### src/rtl/mul_share_arbiter_if.sv
// Request/response bundle between the mult/multu issue sources and the
// shared-multiplier arbiter. The master side is the requester group, the
// slave side is the arbiter.
interface mul_share_arbiter_if #(
  parameter int NUM_REQ = 4,
  parameter int ID_W    = 2
);
  // Request channel, one lane per requester; operand i lives at [32i+31:32i].
  logic [NUM_REQ-1:0]    req_valid;
  logic [NUM_REQ-1:0]    req_ready;
  logic [NUM_REQ*32-1:0] req_a;
  logic [NUM_REQ*32-1:0] req_b;
  logic [NUM_REQ-1:0]    req_signed;

  // Shared response channel, tagged with the originating requester.
  logic                  rsp_valid;
  logic                  rsp_ready;
  logic [ID_W-1:0]       rsp_id;
  logic [63:0]           rsp_z;

  modport master (
    output req_valid, req_a, req_b, req_signed, rsp_ready,
    input  req_ready, rsp_valid, rsp_id, rsp_z
  );

  modport slave (
    input  req_valid, req_a, req_b, req_signed, rsp_ready,
    output req_ready, rsp_valid, rsp_id, rsp_z
  );
endinterface

### src/rtl/mul_share_arbiter.sv
// Round-robin arbiter and sequencer sharing one 32x32 multiplier between
// NUM_REQ requesters. One op in flight: grant in IDLE, hold operands for
// MUL_LAT+1 cycles in WAIT, present the product in DONE until accepted.
// Optional build macro MULT_SIGNED_EN adds signed-magnitude handling on top
// of the unsigned multiplier; without it req_signed is ignored.
module mul_share_arbiter #(
  parameter int NUM_REQ = 4,
  parameter int ID_W    = 2,
  parameter int MUL_LAT = 1
) (
  input  logic                clk,
  input  logic                reset,
  mul_share_arbiter_if.slave  bus,
  output logic [31:0]         mul_a_o,
  output logic [31:0]         mul_b_o,
  input  logic [63:0]         mul_z_i
);

  localparam int CNT_W = $clog2(MUL_LAT + 1);

  typedef enum logic [1:0] {
    ST_IDLE,
    ST_WAIT,
    ST_DONE
  } state_e;

  state_e            state_q, state_d;
  logic [ID_W-1:0]   rr_ptr_q, rr_ptr_d;
  logic [CNT_W-1:0]  cnt_q, cnt_d;
  logic [31:0]       mul_a_q, mul_a_d;
  logic [31:0]       mul_b_q, mul_b_d;
  logic [ID_W-1:0]   id_q, id_d;
  logic [63:0]       rsp_z_q, rsp_z_d;
`ifdef MULT_SIGNED_EN
  logic              neg_q, neg_d;
`endif

  logic              grant_found;
  logic [ID_W-1:0]   grant_idx;
  logic [31:0]       sel_a;
  logic [31:0]       sel_b;
  logic              sel_signed;
  logic [NUM_REQ-1:0] req_ready;
  int                rr_idx;

  // Round-robin search: first valid requester after rr_ptr, wrapping.
  // NOTE: every signal written here gets a default first so no latch is inferred.
  always_comb begin
    grant_found = 1'b0;
    grant_idx   = '0;
    rr_idx      = 0;
    for (int k = 1; k <= NUM_REQ; k++) begin
      rr_idx = int'(rr_ptr_q) + k;
      if (rr_idx >= NUM_REQ) rr_idx = rr_idx - NUM_REQ;
      if (!grant_found && bus.req_valid[rr_idx]) begin
        grant_found = 1'b1;
        grant_idx   = ID_W'(rr_idx);
      end
    end
  end

  // Operand mux for the winning requester.
  always_comb begin
    sel_a      = bus.req_a[int'(grant_idx)*32 +: 32];
    sel_b      = bus.req_b[int'(grant_idx)*32 +: 32];
    sel_signed = bus.req_signed[grant_idx];
  end

  // One-hot accept in IDLE only; masked during reset so a requester never
  // sees a handshake that the held-in-reset state cannot record.
  always_comb begin
    req_ready = '0;
    if (state_q == ST_IDLE && grant_found && !reset) begin
      req_ready[grant_idx] = 1'b1;
    end
  end

  // Next-state and datapath update for the IDLE/WAIT/DONE sequencer.
  always_comb begin
    state_d  = state_q;
    rr_ptr_d = rr_ptr_q;
    cnt_d    = cnt_q;
    mul_a_d  = mul_a_q;
    mul_b_d  = mul_b_q;
    id_d     = id_q;
    rsp_z_d  = rsp_z_q;
`ifdef MULT_SIGNED_EN
    neg_d    = neg_q;
`endif
    unique case (state_q)
      ST_IDLE: begin
        if (grant_found) begin
          mul_a_d  = sel_a;
          mul_b_d  = sel_b;
          id_d     = grant_idx;
          rr_ptr_d = grant_idx;
          cnt_d    = '0;
          state_d  = ST_WAIT;
`ifdef MULT_SIGNED_EN
          // Feed magnitudes to the unsigned multiplier and remember the
          // result sign; 0x80000000 negates to itself, which is the
          // correct unsigned magnitude.
          neg_d = 1'b0;
          if (sel_signed) begin
            mul_a_d = sel_a[31] ? (~sel_a + 32'd1) : sel_a;
            mul_b_d = sel_b[31] ? (~sel_b + 32'd1) : sel_b;
            neg_d   = sel_a[31] ^ sel_b[31];
          end
`endif
        end
      end
      ST_WAIT: begin
        if (cnt_q == CNT_W'(MUL_LAT)) begin
`ifdef MULT_SIGNED_EN
          rsp_z_d = neg_q ? (~mul_z_i + 64'd1) : mul_z_i;
`else
          rsp_z_d = mul_z_i;
`endif
          state_d = ST_DONE;
        end else begin
          cnt_d = cnt_q + CNT_W'(1);
        end
      end
      ST_DONE: begin
        if (bus.rsp_ready) state_d = ST_IDLE;
      end
      default: state_d = ST_IDLE;
    endcase
  end

  // State register; an asserted reset discards any op in flight.
  // NOTE: sequential state uses non-blocking assignments only, so every
  // register samples the pre-edge value of its neighbours.
  always_ff @(posedge clk or posedge reset) begin
    if (reset) begin
      // NOTE: every register here is a handful of flops, so all of them are
      // reset; there is no storage array that would be left unreset.
      state_q  <= ST_IDLE;
      rr_ptr_q <= ID_W'(NUM_REQ - 1);
      cnt_q    <= '0;
      mul_a_q  <= '0;
      mul_b_q  <= '0;
      id_q     <= '0;
      rsp_z_q  <= '0;
`ifdef MULT_SIGNED_EN
      neg_q    <= 1'b0;
`endif
    end else begin
      state_q  <= state_d;
      rr_ptr_q <= rr_ptr_d;
      cnt_q    <= cnt_d;
      mul_a_q  <= mul_a_d;
      mul_b_q  <= mul_b_d;
      id_q     <= id_d;
      rsp_z_q  <= rsp_z_d;
`ifdef MULT_SIGNED_EN
      neg_q    <= neg_d;
`endif
    end
  end

`ifndef MULT_SIGNED_EN
  // Sign flag and its mux output have no consumer in the unsigned build.
  logic unused_signed;
  assign unused_signed = sel_signed;
`endif

  assign bus.req_ready = req_ready;
  assign bus.rsp_valid = (state_q == ST_DONE);
  assign bus.rsp_id    = id_q;
  assign bus.rsp_z     = rsp_z_q;
  assign mul_a_o       = mul_a_q;
  assign mul_b_o       = mul_b_q;

endmodule
### src/flat_wrapper.sv
// flat-port wrapper written by rule: the top's interface ports become plain ports
module mul_share_arbiter_flat 
#(
  parameter int NUM_REQ = 4,
  parameter int ID_W    = 2,
  parameter int MUL_LAT = 1
)
  (clk, reset, mul_a_o, mul_b_o, mul_z_i, bus_req_valid, bus_req_a, bus_req_b, bus_req_signed, bus_rsp_ready, bus_req_ready, bus_rsp_valid, bus_rsp_id, bus_rsp_z);
  mul_share_arbiter_if #(.NUM_REQ(NUM_REQ), .ID_W(ID_W)) bus_i ();
  input  logic clk;
  input  logic reset;
  output logic [31:0] mul_a_o;
  output logic [31:0] mul_b_o;
  input  logic [63:0] mul_z_i;
  input wire logic [$bits(bus_i.req_valid)-1:0] bus_req_valid;
  input wire logic [$bits(bus_i.req_a)-1:0] bus_req_a;
  input wire logic [$bits(bus_i.req_b)-1:0] bus_req_b;
  input wire logic [$bits(bus_i.req_signed)-1:0] bus_req_signed;
  input wire logic [$bits(bus_i.rsp_ready)-1:0] bus_rsp_ready;
  output wire logic [$bits(bus_i.req_ready)-1:0] bus_req_ready;
  output wire logic [$bits(bus_i.rsp_valid)-1:0] bus_rsp_valid;
  output wire logic [$bits(bus_i.rsp_id)-1:0] bus_rsp_id;
  output wire logic [$bits(bus_i.rsp_z)-1:0] bus_rsp_z;
  assign bus_i.req_valid = bus_req_valid;
  assign bus_i.req_a = bus_req_a;
  assign bus_i.req_b = bus_req_b;
  assign bus_i.req_signed = bus_req_signed;
  assign bus_i.rsp_ready = bus_rsp_ready;
  assign bus_req_ready = bus_i.req_ready;
  assign bus_rsp_valid = bus_i.rsp_valid;
  assign bus_rsp_id = bus_i.rsp_id;
  assign bus_rsp_z = bus_i.rsp_z;
  mul_share_arbiter #(.NUM_REQ(NUM_REQ), .ID_W(ID_W), .MUL_LAT(MUL_LAT)) u_core (.clk(clk), .reset(reset), .bus(bus_i), .mul_a_o(mul_a_o), .mul_b_o(mul_b_o), .mul_z_i(mul_z_i));
endmodule
### config.mk
export PLATFORM = sky130hd
export DESIGN_NAME = mul_share_arbiter_flat
export DESIGN_NICKNAME = d
export VERILOG_FILES = /design/src/rtl/mul_share_arbiter_if.sv /design/src/rtl/mul_share_arbiter.sv /design/src/flat_wrapper.sv
export SDC_FILE = /design/constraint.sdc
export NUM_CORES = 1
export LEC_CHECK = 0
export ABC_CLOCK_PERIOD_IN_PS = 15720
export CORE_AREA = 5 5 177 179
export CTS_CLUSTER_DIAMETER = 40
export CTS_CLUSTER_SIZE = 16
export DETAILED_ROUTE_END_ITERATION = 10
export DIE_AREA = 0 0 182 184
export GPL_TIMING_DRIVEN = 0
export SYNTH_ARGS = -nofsm -noshare
export SYNTH_HDL_FRONTEND = slang
export SYNTH_SLANG_ARGS = --single-unit
### constraint.sdc
create_clock -name clk -period 15.72 [get_ports clk]
set_input_delay 3.144 -clock clk [delete_from_list [all_inputs] [get_ports clk]]
set_output_delay 3.144 -clock clk [all_outputs]
set_load 0.005 [all_outputs]
# Word level (Yosys, flattened, before mapping)
# Index checks and enable logic that the tools add are counted.
[word_totals]
reg_bits = 135
input_bits = 331
out_inout_bits = 135
[op_classes]
addsub = 9
order_cmp = 10
eq_ne = 5
shift = 2
mux = 34
reduce_logical = 16
[ops]
columns = ["cell", "count"]
rows = [
  ["indexed part select 128 x 8 -> 32 bit", 2],
  ["greater-or-equal comparator 32 x 4 -> 1 bit (second input constant)", 4],
  ["< comparator 32 x 4 -> 1 bit (second input constant)", 4],
  ["2-to-1 mux 32 bit", 4],
  ["subtractor 32 x 4 -> 32 bit (second input constant)", 4],
  ["2-to-1 mux 1 bit", 15],
  ["2-to-1 mux 2 bit", 7],
  ["binary-select mux 1 bit (select 2 bit)", 4],
  ["adder 2 x 2 -> 3 bit (second input constant)", 2],
  ["logical AND 1 bit", 6],
  ["case mux 2 bit (3 select lines)", 1],
  ["AND reduction 2 bit", 3],
  ["adder 2 x 3 -> 4 bit (second input constant)", 1],
  ["logical NOT 1 bit", 4],
  ["2-to-1 mux 4 bit", 1],
  ["!= test 2 x 1 -> 1 bit (second input constant)", 2],
  ["adder 2 x 1 -> 3 bit (second input constant)", 1],
  ["< comparator 2 x 3 -> 1 bit (second input constant)", 1],
  ["AND reduction 3 bit", 1],
  ["demux 1 bit (select 2 bit)", 1],
  ["== test 2 x 1 -> 1 bit (second input constant)", 1],
  ["== test 2 bit (second input constant)", 1],
  ["greater-or-equal comparator 2 x 1 -> 1 bit (second input constant)", 1],
  ["logical NOT 2 bit", 1],
  ["4 further kinds", 4],
]

# Depth between registers and ports, before layout
[depth]
ltp_word = 21
depth_mapped = 7
depth_no_buf = 4

# Worst setup path after synthesis
# No wires, ideal clock.
[synth_timing]
path_type = "input -> output"
startpoint = "input port reset"
endpoint = "output port bus_req_ready[0]"
arrival_time_ps = 6443
required_time_ps = 12576
setup_slack_ps = 6133
stages = 2
n_path_buf = 0
path_cell_list = "inv_1 and3_1"
[synth_via]
elab_chain_cells = 3
[synth_rtl]
columns = ["element", "line_no", "text"]
rows = [
  ["start, declared", "flat_wrapper.sv:11", "input logic reset;"],
  ["logical NOT 1 bit", "mul_share_arbiter.sv:73", "if (state_q == ST_IDLE && grant_found && !reset) begin"],
  ["logical AND 1 bit", "mul_share_arbiter.sv:73", ""],
  ["2-to-1 mux 4 bit", "mul_share_arbiter.sv:73", ""],
  ["end, declared", "flat_wrapper.sv:20", "output wire logic [$bits(bus_i.req_ready)-1:0] bus_req_ready;"],
]
# Every way passes these cells.

# Worst setup path after layout
[layout_timing]
startpoint = "input port bus_req_valid[3]"
endpoint = "output port bus_req_ready[3]"
[layout_via]
elab_chain_cells = 18
elab_cells_between_ends = 34
classes_between = "2 x order compare; 23 x mux; 9 x reduce/logical"
[layout_rtl]
columns = ["element", "line_no", "text"]
rows = [
  ["start, declared", "flat_wrapper.sv:15", "input wire logic [$bits(bus_i.req_valid)-1:0] bus_req_valid;"],
  ["binary-select mux 1 bit (select 2 bit)", "mul_share_arbiter.sv:55", "if (!grant_found && bus.req_valid[rr_idx]) begin"],
  ["2-to-1 mux 1 bit (not written as such) (2 in series)", "mul_share_arbiter.sv:55", ""],
  ["2-to-1 mux 1 bit", "mul_share_arbiter.sv:55", ""],
  ["logical NOT 1 bit", "mul_share_arbiter.sv:55", ""],
  ["logical AND 1 bit", "mul_share_arbiter.sv:55", ""],
  ["2-to-1 mux 1 bit", "mul_share_arbiter.sv:55", ""],
  ["logical NOT 1 bit", "mul_share_arbiter.sv:55", ""],
  ["logical AND 1 bit", "mul_share_arbiter.sv:55", ""],
  ["2-to-1 mux 1 bit", "mul_share_arbiter.sv:55", ""],
  ["logical NOT 1 bit", "mul_share_arbiter.sv:55", ""],
  ["logical AND 1 bit", "mul_share_arbiter.sv:55", ""],
  ["2-to-1 mux 2 bit", "mul_share_arbiter.sv:55", ""],
  ["< comparator 2 x 3 -> 1 bit / greater-or-equal comparator 2 x 1 -> 1 bit (equally long branches)", "n/a", ""],
  ["logical AND 1 bit (not written as such)", "mul_share_arbiter.sv:74", "req_ready[grant_idx] = 1'b1;"],
  ["2-to-1 mux 1 bit (not written as such)", "mul_share_arbiter.sv:74", ""],
  ["demux 1 bit (select 2 bit)", "n/a", ""],
  ["2-to-1 mux 4 bit *", "mul_share_arbiter.sv:73", ""],
]
# Mark *: on every way between the ends. The rest lies on a longest branch, timed or not. The select of a mux whose other input is x is not followed.

==> results_dict.tcl <==
set metrics [dict create \
    grt_overflow_total 0 \
    start_kind "input pin" \
    crit_path_end "bus_req_ready[3]" \
    cts_setup_buffers 0 \
    critPathKind "in -> out" \
    clk_pin_slew_ns 0.08 \
    wl_per_cell_um 21.9 \
    cts_resized 0 \
    power_density_mw_per_mm2 178 \
    setup-tns-final_ns 0 \
    row_count 63 \
    maxCapViolations 0 \
    htree_levels 4 \
    final_max_slew_viol_count 0 \
    die_w_um 182 \
    status "completed" \
    critPathRequiredTime_ns 12.58 \
    crit_path_end_kind "output port" \
    antenna_found_initial 1 \
    vias 7332 \
    cp.arrival_ns 5.83 \
    synth_cells 645 \
    cts_buffers 17 \
    ios 466 \
    synthDistinctLibCells 39 \
    final_hold_viol_count 0 \
    postRouteAntennaNets 0 \
    root_buffer "clkbuf_16" \
    rrSetupSlack_ns 13.45 \
    peakVddDrop_v 0.0000653 \
    grt_usage 0.190 \
    syn2layout_area_growth_pct 83.1 \
    synth-seq-area-share 0.491 \
    drtIter0Drc 309 \
    grt_pass1_vias 7590 \
    cts_sinks 135 \
    crit_fanout 10 \
    layout.cells.most_common "clkdlybuf4s50_1" \
    yosys_warnings 0 \
    dieArea_mm2 0.0335 \
    cts_tree "yes" \
    regArea_mm2 0.00338 \
    n_fill_cell 2837 \
    start_util 0.234 \
    crit_start "bus_req_valid[3]" \
    worst_pin_slew_ns 0.808 \
    vias_per_cell 4.80 \
    ys_ff_latch 135 \
    drcViolationCount 0 \
    hold_class "reg -> reg" \
    core_area_mm2 0.0294 \
    synth.net_count 976 \
    timing.final.crit_share 0.571 \
    utilization 0.429 \
    grt_max_degree 93 \
    synth_edf_count 0 \
    slew_headroom 0.461 \
    rsz0062_at_grt "false" \
    multi_input_area_mm2 0.00311 \
    period_minus_slack_ns 8.97 \
    grt_pass1_wl_um 48200 \
    finClkSkew_ns 0.0142 \
    final_cell_mix "460 x clkdlybuf4s50_1, 133 x dfrtp_1, 72 x nor2_1" \
    drtPass1Iterations 5 \
    cts-hold-fix-buffers 0 \
    r2r_end "u_core.mul_a_o[13]" \
    fin_ws_ns 6.75 \
    hpwl_um 26300 \
    mappedNetlistArea_mm2 0.00688 \
    io_buffers 460 \
    drive_gt1_frac 0.152 \
    ff2ff_path_depth 7 \
    max_freq_ghz 0.111 \
    insertion_delay_ns 0.42 \
    clockBufferDepth 2 \
    avgSynthCellArea_um2 10.7 \
    wl_um 33400 \
    setup_viol 0 \
    synthFlopType "dfrtp_1" \
    pre_cts_slack_ns 6.75 \
    async_reset_ff_frac 1.00 \
    fp.dieH_um 184 \
    r2r_start "u_core.rr_ptr_q[1]" \
    final_nets 1456 \
    p_leak_nw 4.82 \
    gp_congestion 0.840 \
]
power breakdown:
group / switching (mW) / internal, mW
Sequential: 0.0958 / 0.533
Combinational: 0.540 / 0.652
Clock: 0.181 / 0.238
Total: 0.816 / 1.42
stage by stage:
stage	instances	power, mW	area [µm²]	hold WS (ns)
4_1_cts	1527	2.27	12600	0.486
3_5_place_dp	1496	1.84	12000	0.470
3_3_place_gp	1495	1.83	12000	0.463
5_1_grt	1528	2.38	12600	0.510
6_report	1528	2.24	12600	0.483
2_1_floorplan	645	1.18	6880	0.444
cells in the mapped netlist, types with 3 or more instances:
master | instances | share of area
dfrtp_1 | 133 | 0.48
nor2_1 | 72 | 0.039
nand2_1 | 66 | 0.036
o211ai_1 | 66 | 0.072
a31oi_1 | 64 | 0.058
mux2_2 | 64 | 0.10
a221oi_1 | 44 | 0.056
buf_2 | 34 | 0.025
clkbuf_1 | 21 | 0.011
a221oi_2 | 20 | 0.044
buf_4 | 8 | 0.0087
o21ai_0 | 6 | 0.0044
nand2b_1 | 5 | 0.0045
a21oi_1 | 4 | 0.0029
inv_1 | 4 | 0.0022
and3_1 | 3 | 0.0027
area by class of cell:
type | instances | area share
flip-flops and latches | 135 | 0.268
multi-input cells | 437 | 0.247
inverters | 4 | 0.00159
well taps | 390 | 0.0387
plain buffers | 69 | 0.0296
clock buffers | 17 | 0.0338
diodes | 1 | 0.000199
clock inverters | 14 | 0.0131
repair buffers | 461 | 0.368
worst min path at each step:
stage,startpoint,endpoint,slack [ns],cells past startpoint
3_5_place_dp,u_core.bus.rsp_id[1],u_core.bus.rsp_id[1],0.47,1
3_3_place_gp,u_core.bus.rsp_id[1],u_core.bus.rsp_id[1],0.46,1
2_1_floorplan,u_core.cnt_q,u_core.state_q[0],0.44,1
6_report,u_core.bus.rsp_id[1],u_core.bus.rsp_id[1],0.48,1
4_1_cts,u_core.cnt_q,u_core.state_q[0],0.49,1
5_1_grt,u_core.bus.rsp_id[1],u_core.bus.rsp_id[1],0.51,1
state kept, by name, summed over array words and instances (netlist names):
| register | cells |
|---|---|
| u_core.bus.rsp_z | 64 |
| u_core.mul_a_o | 32 |
| u_core.mul_b_o | 32 |
| u_core.bus.rsp_id | 2 |
| u_core.rr_ptr_q | 2 |
| u_core.state_q | 2 |
| u_core.cnt_q | 1 |
logic make-up (layout without fill, tap and decap cells):
kind of cell | count (synthesis) | count (layout) | synth area share
AO/OA/AOI/OAI | 214 | 214 | 0.251
buffers and inverters | 73 | 565 | 0.0564
flip-flops | 135 | 135 | 0.491
multiplexers | 65 | 65 | 0.106
other | 0 | 1 | 0
AND/OR/NAND/NOR | 158 | 158 | 0.0956
worst max-delay path, cell delays in order:
cell and delay [ns]:
clkdlybuf4s50_1 0.55, buf_4 0.20, clkbuf_1 0.62, clkbuf_1 0.45, o21ai_0 0.17, nor3_1 0.15, clkdlybuf4s50_1 0.52
layer usage:
layer  global-route usage  vias up  share of wire
li1                     -     3423              -
met4               0.0486        0          0.016
met1                0.222     3520           0.39
met3               0.0560       24          0.084
met2                0.342      365           0.51
met5                    0        -              0
(Power assumes the default switching activity.)
